<file path="src/rtl/p18_input_conditioner_if.sv">
// Pin-side bundle for p18_input_conditioner: raw inputs in, conditioned levels and edge pulses out.
// The master drives the raw inputs; the slave (the conditioner) drives the results.
interface p18_input_conditioner_if #(
    parameter int WIDTH = 4
);
    logic [WIDTH-1:0] in;
    logic [WIDTH-1:0] out;
    logic [WIDTH-1:0] rise;
    logic [WIDTH-1:0] fall;

    modport master (
        output in,
        input  out,
        input  rise,
        input  fall
    );

    modport slave (
        input  in,
        output out,
        output rise,
        output fall
    );
endinterface

</file>
<file path="src/rtl/p18_input_conditioner.sv">
// Per-channel synchroniser, debounce filter and optional edge detector.
// Macro P18_INPUT_CONDITIONER_EDGE_EN builds the rise/fall logic; when undefined both are tied low.
module p18_input_conditioner #(
    parameter int               WIDTH           = 4,
    parameter int               FF_COUNT        = 3,
    parameter int               DEBOUNCE_CYCLES = 16,
    parameter logic [WIDTH-1:0] RESET_VALUE     = '0
) (
    input  logic                   clk,
    input  logic                   reset,
    p18_input_conditioner_if.slave bus
);

    logic [WIDTH-1:0] w_sync;
    logic [WIDTH-1:0] w_out;

    genvar gi;
    generate
        for (gi = 0; gi < WIDTH; gi++) begin : g_chan
            logic [FF_COUNT-1:0] r_sync_reg;
            logic                r_out_reg;

            // Only stage 0 ever samples the asynchronous pin.
            always_ff @(posedge clk) begin
                if (reset) begin
                    r_sync_reg <= {FF_COUNT{RESET_VALUE[gi]}};
                end else begin
                    r_sync_reg <= {r_sync_reg[FF_COUNT-2:0], bus.in[gi]};
                end
            end

            assign w_sync[gi] = r_sync_reg[FF_COUNT-1];
            assign w_out[gi]  = r_out_reg;

            if (DEBOUNCE_CYCLES >= 1) begin : g_debounce
                localparam int CW = $clog2(DEBOUNCE_CYCLES + 1);
                localparam logic [CW-1:0] CNT_LAST = CW'(DEBOUNCE_CYCLES - 1);

                logic [CW-1:0] r_cnt_reg;
                logic [CW-1:0] w_cnt_next;
                logic          w_out_next;

                // A pending change is dropped the moment sync agrees with out again.
                always_comb begin
                    w_cnt_next = r_cnt_reg;
                    w_out_next = r_out_reg;
                    if (w_sync[gi] == r_out_reg) begin
                        w_cnt_next = '0;
                    end else if (r_cnt_reg == CNT_LAST) begin
                        w_out_next = w_sync[gi];
                        w_cnt_next = '0;
                    end else begin
                        w_cnt_next = r_cnt_reg + CW'(1);
                    end
                end

                always_ff @(posedge clk) begin
                    if (reset) begin
                        r_cnt_reg <= '0;
                        r_out_reg <= RESET_VALUE[gi];
                    end else begin
                        r_cnt_reg <= w_cnt_next;
                        r_out_reg <= w_out_next;
                    end
                end
            end else begin : g_bypass
                always_ff @(posedge clk) begin
                    if (reset) begin
                        r_out_reg <= RESET_VALUE[gi];
                    end else begin
                        r_out_reg <= w_sync[gi];
                    end
                end
            end
        end
    endgenerate

    assign bus.out = w_out;

`ifdef P18_INPUT_CONDITIONER_EDGE_EN
    logic [WIDTH-1:0] r_out_d_reg;

    always_ff @(posedge clk) begin
        if (reset) begin
            r_out_d_reg <= RESET_VALUE;
        end else begin
            r_out_d_reg <= w_out;
        end
    end

    assign bus.rise = w_out & ~r_out_d_reg;
    assign bus.fall = ~w_out & r_out_d_reg;
`else
    assign bus.rise = '0;
    assign bus.fall = '0;
`endif

endmodule

</file>
<file path="src/flat_wrapper.sv">
// flat-port wrapper written by rule: the top's interface ports become plain ports
module p18_input_conditioner_flat 
#(
    parameter int               WIDTH           = 4,
    parameter int               FF_COUNT        = 3,
    parameter int               DEBOUNCE_CYCLES = 16,
    parameter logic [WIDTH-1:0] RESET_VALUE     = '0
)
  (clk, reset, bus_in, bus_out, bus_rise, bus_fall);
  p18_input_conditioner_if #(.WIDTH(WIDTH)) bus_i ();
  input  logic clk;
  input  logic reset;
  input wire logic [$bits(bus_i.in)-1:0] bus_in;
  output wire logic [$bits(bus_i.out)-1:0] bus_out;
  output wire logic [$bits(bus_i.rise)-1:0] bus_rise;
  output wire logic [$bits(bus_i.fall)-1:0] bus_fall;
  assign bus_i.in = bus_in;
  assign bus_out = bus_i.out;
  assign bus_rise = bus_i.rise;
  assign bus_fall = bus_i.fall;
  p18_input_conditioner #(.WIDTH(WIDTH), .FF_COUNT(FF_COUNT), .DEBOUNCE_CYCLES(DEBOUNCE_CYCLES), .RESET_VALUE(RESET_VALUE)) u_core (.clk(clk), .reset(reset), .bus(bus_i));
endmodule
</file>
<file path="config.mk">
export PLATFORM = sky130hd
export DESIGN_NAME = p18_input_conditioner_flat
export DESIGN_NICKNAME = d
export VERILOG_FILES = /design/src/rtl/p18_input_conditioner_if.sv /design/src/rtl/p18_input_conditioner.sv /design/src/flat_wrapper.sv
export SDC_FILE = /design/constraint.sdc
export NUM_CORES = 1
export LEC_CHECK = 0
export ABC_AREA = 1
export CAP_MARGIN = 20
export CORE_MARGIN = 5
export CORE_UTILIZATION = 30
export DETAILED_ROUTE_END_ITERATION = 10
export GPL_TIMING_DRIVEN = 0
export PLACE_DENSITY_LB_ADDON = 0.08
export SLEW_MARGIN = 20
export SYNTH_ARGS = -nofsm -noshare
export SYNTH_HDL_FRONTEND = slang
export SYNTH_SLANG_ARGS = --single-unit
</file>
<file path="constraint.sdc">
create_clock -name clk -period 3.2 [get_ports clk]
set_clock_uncertainty 0.05 [all_clocks]
set_input_delay 0.64 -clock clk [delete_from_list [all_inputs] [get_ports clk]]
set_output_delay 0.64 -clock clk [all_outputs]
set_load 0.01 [all_outputs]
</file>
==> impl.org, run 1 <==
** Run status
- Status :: completed

** Power and ir drop
- Net switching component of the power :: 165 µW
- Summed over all cells, the static leakage comes to around 0.70 nW.
- In this run the power density over the cells is 464 mW/mm².
- Part of the total power dissipated in combinational logic :: 4.3%
- The internal portion of the total power is 648 µW.
- Proportion of total power due to net switching :: 20.3%
- Largest vdd supply drop :: 0.227 mV
- Share of power burned in registers :: 56.3%
- Per report_power, the clock group accounts for 39.4% of the total.

** Worst setup path
- Setup CP Type :: reg -> out
- CP required :: 2.51 ns
- The worst register-to-register path ends at u_core.g_chan[1].g_debounce.r_cnt_reg[3].
- Crit path max fanout :: 4
- Cell count of the worst reg-to-reg path :: 7
- For the worst setup path, the data arrival time is about 1.3 ns.
- The worst register-to-register path has a setup slack of 1.84 ns.
- Critical path startpoint category :: flop
- CP Capture Type :: output pin
- Launching point of the worst reg2reg path :: u_core.g_chan[1].g_debounce.r_cnt_reg[0]

** Logic synthesis
- Register bit total from synthesis :: 36
- In this run the mean area of a mapped cell was 8.56 µm².
- Mapped Cells :: about 170
- Synthesis instantiated 17 different standard cells from the library.
- After synthesis the cells add up to 0.00147 mm².
- Number of warnings reported in the yosys synthesis log :: 0
- Sequential cells were found to cover 48.9% of the synthesized design area.

** Die
- Initial cell density of the core :: 31.0%
- DIE AREA :: roughly 0.0064 mm²
- The die is 80.1 µm wide.
- The die is 80.1 µm tall.
- The floorplan step defined a core boundary enclosing 0.00475 mm².
- Site row count :: 25
- Number of I/O pins :: 18

** Finish
- Flip-flop count of the largest register, all copies and words added :: 20
- Final-layout fill cell count :: 497
- Final antenna diode count :: 0
- The library cell used most frequently in the layout, excluding fill and tap cells, is dfxtp_1.
- Compared with the post-synthesis result, the final layout area differs by 19.0%.
- Area of the multi-input gates :: 546 µm²
- Total number of nets in the final design :: 208
- Highest-count cells in the layout ignoring fill and taps :: dfxtp_1, nor2_1, inv_1
- Of the cells placed in the final design, the portion with a size suffix greater than 1 is 15.4%.
- Flip-flop and latch area :: approximately 700 µm²

** Global route
- Entering global routing, the biggest net connects 11 pins.
- Remaining Overflow, GRT :: 0
- In the global route stage, overall resource usage came out at ~7.8%.
- Vias in the first global route :: 904
- The first global-routing pass estimated approximately 3800 µm of wire.
- The initial antenna violation count came to 0.

** CTS
- TritonCTS clock tree :: done
- Clock net sink count :: 36
- Buffers inserted to repair hold after CTS numbered 0.
- CTS built an H-tree with a depth of 2.
- Number of instances resized during post-cts repair :: 0
- The longest clock path from root to sink contains 2 buffers.
- Clock latency on the worst-skew pair, taken at its later pin, is about 0.28 ns.
- Post-CTS timing repair inserted 0 buffers for setup.
- The number of clock buffers added by TritonCTS is 5.
- CTS clock-pin slew for the worst setup and hold paths :: 0.07 ns
- The tree is rooted in a clkbuf_8.

** STA
- Time the worst path needs with I/O delays and setup :: 2.00 ns
- Setup repair after global routing left no endpoint under its margin.
- For the final routed database, the setup TNS stands at 0 ns.
- Setup WS post-layout :: 1.20 ns
- Number of slew-limit violations in the final report :: 0
- Final setup vio count :: 0
- Peak clock frequency supported by timing :: 501 MHz
- Final cycle utilization of the critical path :: 62.4%
- Total count of hold-check failures in the final report :: 0

** Worst hold path
- The worst hold path belongs to the class reg -> reg.
- Count of cells along the worst hold path :: 2
- Start point of the worst min-delay path :: u_core.g_chan[2].r_sync_reg[1]
- End of the worst hold path :: u_core.g_chan[2].r_sync_reg[2]

** Placed design
- HPWL after detailed placement :: roughly 1600 µm
- Number of buffers added on ports :: 8
- Routability-driven placement finished with a final weighted congestion of 0.688.
- Worst slack after detailed placement :: 1.50 ns

** Route
- After detailed routing, the average wire length per cell comes to 8.00 µm.
- Vias per std cell :: 3.92
- Before antenna repair, the detailed router went through 4 iterations.
- The count of nets left with antenna violations once routing finished came out at 0.
- Via count :: a little over 1,000
- The final layout contains routed wiring with a total length of 2100 µm.
- In this run, the number of DRC markers left after iteration 0 of detailed routing was 43.
- For this run, design rule violations remaining after detail routing come to 0.

** Run
- Across the run, the number of max-cap violations was 0.
-- cell families (layout without fill, tap and decap cells) --
group | after synthesis | after routing | share of synthesized area, %
xor gates and xnor gates | 4 | 4 | 2.38
and+or+nand+nor | 62 | 62 | 20.1
other | 1 | 8 | 0.255
DFF | 36 | 36 | 48.9
buffers and inverters | 47 | 63 | 15.8
AOI/OAI and AO/OA | 14 | 14 | 5.78
adders and majority gates | 8 | 8 | 6.80
-- routing by layer --
layer  GRT usage, %  share of wire, %  vias up  wire length [µm]
li1               -                 -      546                 -
met1           8.48                43      450               898
met2           11.9                46       24               975
met5              0                 0        -                 0
met3           4.04               8.2        6               172
met4           4.56               2.4        0                51
-- cells in the mapped netlist (all sizes together) --
master	instances	area share, %
buf	14	7.4
inv	33	8.4
ha	8	6.8
a21oi	10	4.4
nor2	36	10
dfxtp	36	49
xnor2	4	2.4
nand2	16	4.4
nand4	4	1.7
conb	1	0.25
nand3	6	3.7
o21ai	4	1.4
-- worst max path at each step --
stage	start	endpoint	slack [ns]
2_1_floorplan	u_core.g_chan[0].g_debounce.r_cnt_reg[0]	u_core.g_chan[0].g_debounce.r_cnt_reg[3]	1.94
4_1_cts	u_core.g_chan[1].r_out_reg	bus_out[1]	1.18
3_3_place_gp	u_core.g_chan[1].r_out_reg	bus_out[1]	1.51
3_5_place_dp	u_core.g_chan[1].r_out_reg	bus_out[1]	1.50
6_report	u_core.g_chan[2].r_out_reg	bus_out[2]	1.20
5_1_grt	u_core.g_chan[2].r_out_reg	bus_out[2]	1.13
-- per-stage QoR --
step | instances | instance area, µm² | util (%) | hold slack [ns] | total power [mW]
2_1_floorplan | 179 | 1500 | - | 0.338 | 0.494
3_3_place_gp | 254 | 1660 | 35.0 | 0.340 | 0.502
3_5_place_dp | 254 | 1660 | 35.0 | 0.342 | 0.503
4_1_cts | 262 | 1750 | 36.9 | 0.351 | 0.831
5_1_grt | 262 | 1750 | 36.9 | 0.366 | 0.854
6_report | 262 | 1750 | 36.9 | 0.345 | 0.813
-- layout make-up --
| cell class | count | share of cell area (%) |
|---|---|---|
| buffer | 14 | 6.21 |
| clock buffer | 8 | 5.14 |
| inverter | 33 | 7.07 |
| multi-input combinational | 96 | 31.1 |
| sequential | 36 | 41.1 |
| tap | 67 | 4.78 |
| timing repair buffer | 8 | 4.57 |
-- critical path, cell delays in order (launching register included) --
cell and delay, ns:
dfxtp_1 0.38, buf_4 0.12, clkdlybuf4s50_1 0.52
-- power by group through the flow --
stage          sequential [mW]  clock (mW)  combinational (mW)
3_3_place_gp             0.467           0              0.0349
3_5_place_dp             0.468           0              0.0352
6_report                 0.457       0.320              0.0351
5_1_grt                  0.458       0.356              0.0400
4_1_cts                  0.457       0.339              0.0353
2_1_floorplan            0.467           0              0.0273
Power figures use the tool's default switching activity.
==> inputs of run 2 (changes only) <==
==> constraint.sdc (replaced) <==
create_clock -name clk -period 1.73 [get_ports clk]
set_clock_uncertainty 0.05 [all_clocks]
set_input_delay 0.346 -clock clk [delete_from_list [all_inputs] [get_ports clk]]
set_output_delay 0.346 -clock clk [all_outputs]
set_load 0.01 [all_outputs]
==> run 2 against run 1 <==
Global-route usage unchanged. Setup slack worse by 1.1 ns. Sequential power up 85%. Largest cell class unchanged. Largest power group unchanged.
==> impl.org, run 2 (same netlist as run 1, synthesis figures left out) <==
** Power and ir drop
- The power density over the cells came to 855 mW/mm² (was 464 mW/mm²).
- The post-route total power was 1.50 mW (was 813 µW).
- The standby leakage power is 0.706 nW (was 0.704 nW).
- Largest vdd supply drop :: 0.419 mV (was 0.227 mV)

** Global route
- The total congestion overflow came to 0 (unchanged).
- The number of global-route vias before repair came to 904 (unchanged).
- The total routing resource utilization after global routing came to 7.76% (unchanged).
- Global-route wire length before repair :: 3770 µm (unchanged)
- The initial antenna violation count was 0 (unchanged).
- Maximum number of pins on one net before global-route repair :: 11 (unchanged)

** Finish
- The utilization after layout was 37.0% (was 36.9%).
- Most frequent standard cell in the layout excluding fill and tap cells :: nor2_1 (was dfxtp_1)
- Final-layout fill cell count :: 497 (unchanged)
- Fraction of layout instances using a drive strength above 1 :: 17.4% (was 15.4%)
- The number of nets in the layout was 208 (unchanged).
- Highest-count cells in the layout ignoring fill and taps :: nor2_1, inv_1, dfxtp_1 (was dfxtp_1, nor2_1, inv_1)
- Final non-filler cell total :: 262 (unchanged)
- Synthesis-to-layout area growth :: 19.4% (was 19.0%)
- The flip-flop count of the largest register, all copies and words added was 20 (unchanged).
- The number of diodes added for antenna fixing was 0 (unchanged).

** Worst setup path
- The data required time at the worst endpoint was 1.33 ns (was 2.51 ns).
- Max incr delay on CP :: 0.52 ns (about the same)
- Cell count of the worst reg-to-reg path :: 7 (unchanged)
- The critical-path maximum fanout came to 4 (unchanged).
- Setup CP Type :: reg -> out (unchanged)
- Number of buffers and inverters on the critical path :: 2 (unchanged)
- The cell count along the critical path was 2 (unchanged).
- CP Capture Type :: output pin (unchanged)
- The launching element type of the critical path is a flop (unchanged).
- Sequence of cells on the critical path :: buf_4, clkdlybuf4s50_1 (unchanged)
- The cell class contributing the biggest share of worst-path delay was buffers and inverters (unchanged).
- Slowest cell on the critical path :: clkdlybuf4s50_1 (unchanged)
- The worst path arrival time came to 1.26 ns (was 1.31 ns).

** Route
- Via count :: 1,025 (was 1,026)
- Total wirelength of the detailed-routed design :: 2100 µm (about the same)
- Routed wire length per instance :: 8.01 µm (was 8.00 µm)
- DRC errors left :: 0 (unchanged)
- Antenna-violating nets left :: 0 (unchanged)
- The iteration-0 DRC count of the detailed router was 43 (unchanged).
- The number of optimization iterations in the first detailed-route pass is 5 (was 4).
- The number of vias per cell is 3.91 (was 3.92).

** Placed design
- The placed wire-length estimate after detailed placement is 1610 µm (unchanged).
- Number of buffers added on ports :: 8 (unchanged)
- Worst slack after detailed placement :: 0.327 ns (was 1.50 ns)
- Final weighted congestion of routability-driven global placement :: 0.688 (unchanged)
- The number of cells after detailed placement was 254 (unchanged).

** STA
- Number of slew-limit violations in the final report :: 0 (unchanged)
- Setup TNS :: 0 ns (unchanged)
- Peak clock frequency supported by timing :: 604 MHz
- The routed design could run at a clock period as short as 1.66 ns.
- Final setup vio count :: 0 (unchanged)
- Total count of hold-check failures in the final report :: 0 (unchanged)
- Final cycle utilization of the critical path :: 95.7%
- Setup WS post-layout :: 0.0745 ns (was 1.20 ns)
- Setup repair after global routing missed its margin :: no (unchanged)

** Die
- The core outline area was 0.00475 mm² (unchanged).
- The full die area came to 0.00641 mm² (unchanged).
- The die boundary height is 80.1 µm (unchanged).
- Initial cell density of the core :: 31.0% (unchanged)
- The I/O pin total is 18 (unchanged).
- The count of standard-cell rows is 25 (unchanged).
- The die width was 80.1 µm (unchanged).

** Run status
- Status :: completed (unchanged)

** CTS
- The count of H-tree levels built during CTS is 2 (unchanged).
- The maximum number of buffers from clock root to sink came to 2 (unchanged).
- The clock-pin transition on the worst setup and hold timing paths is 0.07 ns (about the same).
- The number of buffers created by CTS is 5 (unchanged).
- Post-CTS Setup Inserts :: 0 (unchanged)
- Clock root buffer master :: clkbuf_8 (unchanged)
- The clock sink count came to 36 (unchanged).
- Latest clock arrival within the worst-skew pair :: 0.28 ns (about the same)
- TritonCTS clock tree :: done (unchanged)

** Worst hold path
- The worst hold path stage count was 2 (unchanged).
- The type of the worst min-delay path is in -> reg (was reg -> reg).

** Run
- The number of maximum-capacitance violations is 0 (unchanged).
-- run 2: per-layer routing --
metal / GRT usage [%] / wire length (µm) / up-vias
li1: - / - / 546
met1: 8.48 / 899 / 447
met5: 0 / 0 / -
met2: 11.9 / 974 / 26
met4: 4.56 / 51 / 0
met3: 4.04 / 173 / 6
-- run 2: stage by stage --
step / hold slack [ns] / cell area, µm²
global placement: 0.340 / 1660
detailed placement: 0.342 / 1660
finish: 0.239 / 1760
floorplan: 0.338 / 1500
global route: 0.236 / 1760
CTS: 0.234 / 1750
-- run 2: final cells by class --
| cell class | count | area [µm²] | area share, % |
|---|---|---|---|
| Buffer | 14 | 109 | 6.19 |
| Multi-Input combinational cell | 96 | 546 | 31.0 |
| Timing Repair Buffer | 8 | 80.1 | 4.56 |
| Clock buffer | 8 | 90.1 | 5.12 |
| Sequential cell | 36 | 726 | 41.3 |
| Inverter | 33 | 124 | 7.05 |
| Tap cell | 67 | 83.8 | 4.77 |
-- run 2: worst paths after layout --
path	start	endpoint	slack, ns
max	u_core.g_chan[2].r_out_reg	bus_out[2]	0.07
min	reset	u_core.g_chan[1].r_sync_reg[0]	0.24
max reg2reg	u_core.g_chan[0].g_debounce.r_cnt_reg[0]	u_core.g_chan[0].g_debounce.r_cnt_reg[3]	0.37
min reg2reg	u_core.g_chan[2].r_sync_reg[1]	u_core.g_chan[2].r_sync_reg[2]	0.35
-- run 2: power breakdown --
part	switching (mW)	internal, mW	total [mW]
Sequential	0.00455	0.841	0.846
Clock	0.268	0.324	0.593
Combinational	0.0328	0.0321	0.0649
-- run 2: worst register-to-register path, cell delays in order (launching register included) --
cell	delay, ns
dfxtp_1	0.33
ha_1	0.23
nand2_1	0.07
nor2_1	0.04
ha_1	0.22
nor2_4	0.14
nand3_4	0.10
a21oi_2	0.11
-- run 2: repair_timing --
| item | CTS | global route |
|---|---|---|
| setup endpoints to repair | 0 | 4 |
| resized for setup | 0 | 4 |
| hold buffers | 0 | 0 |
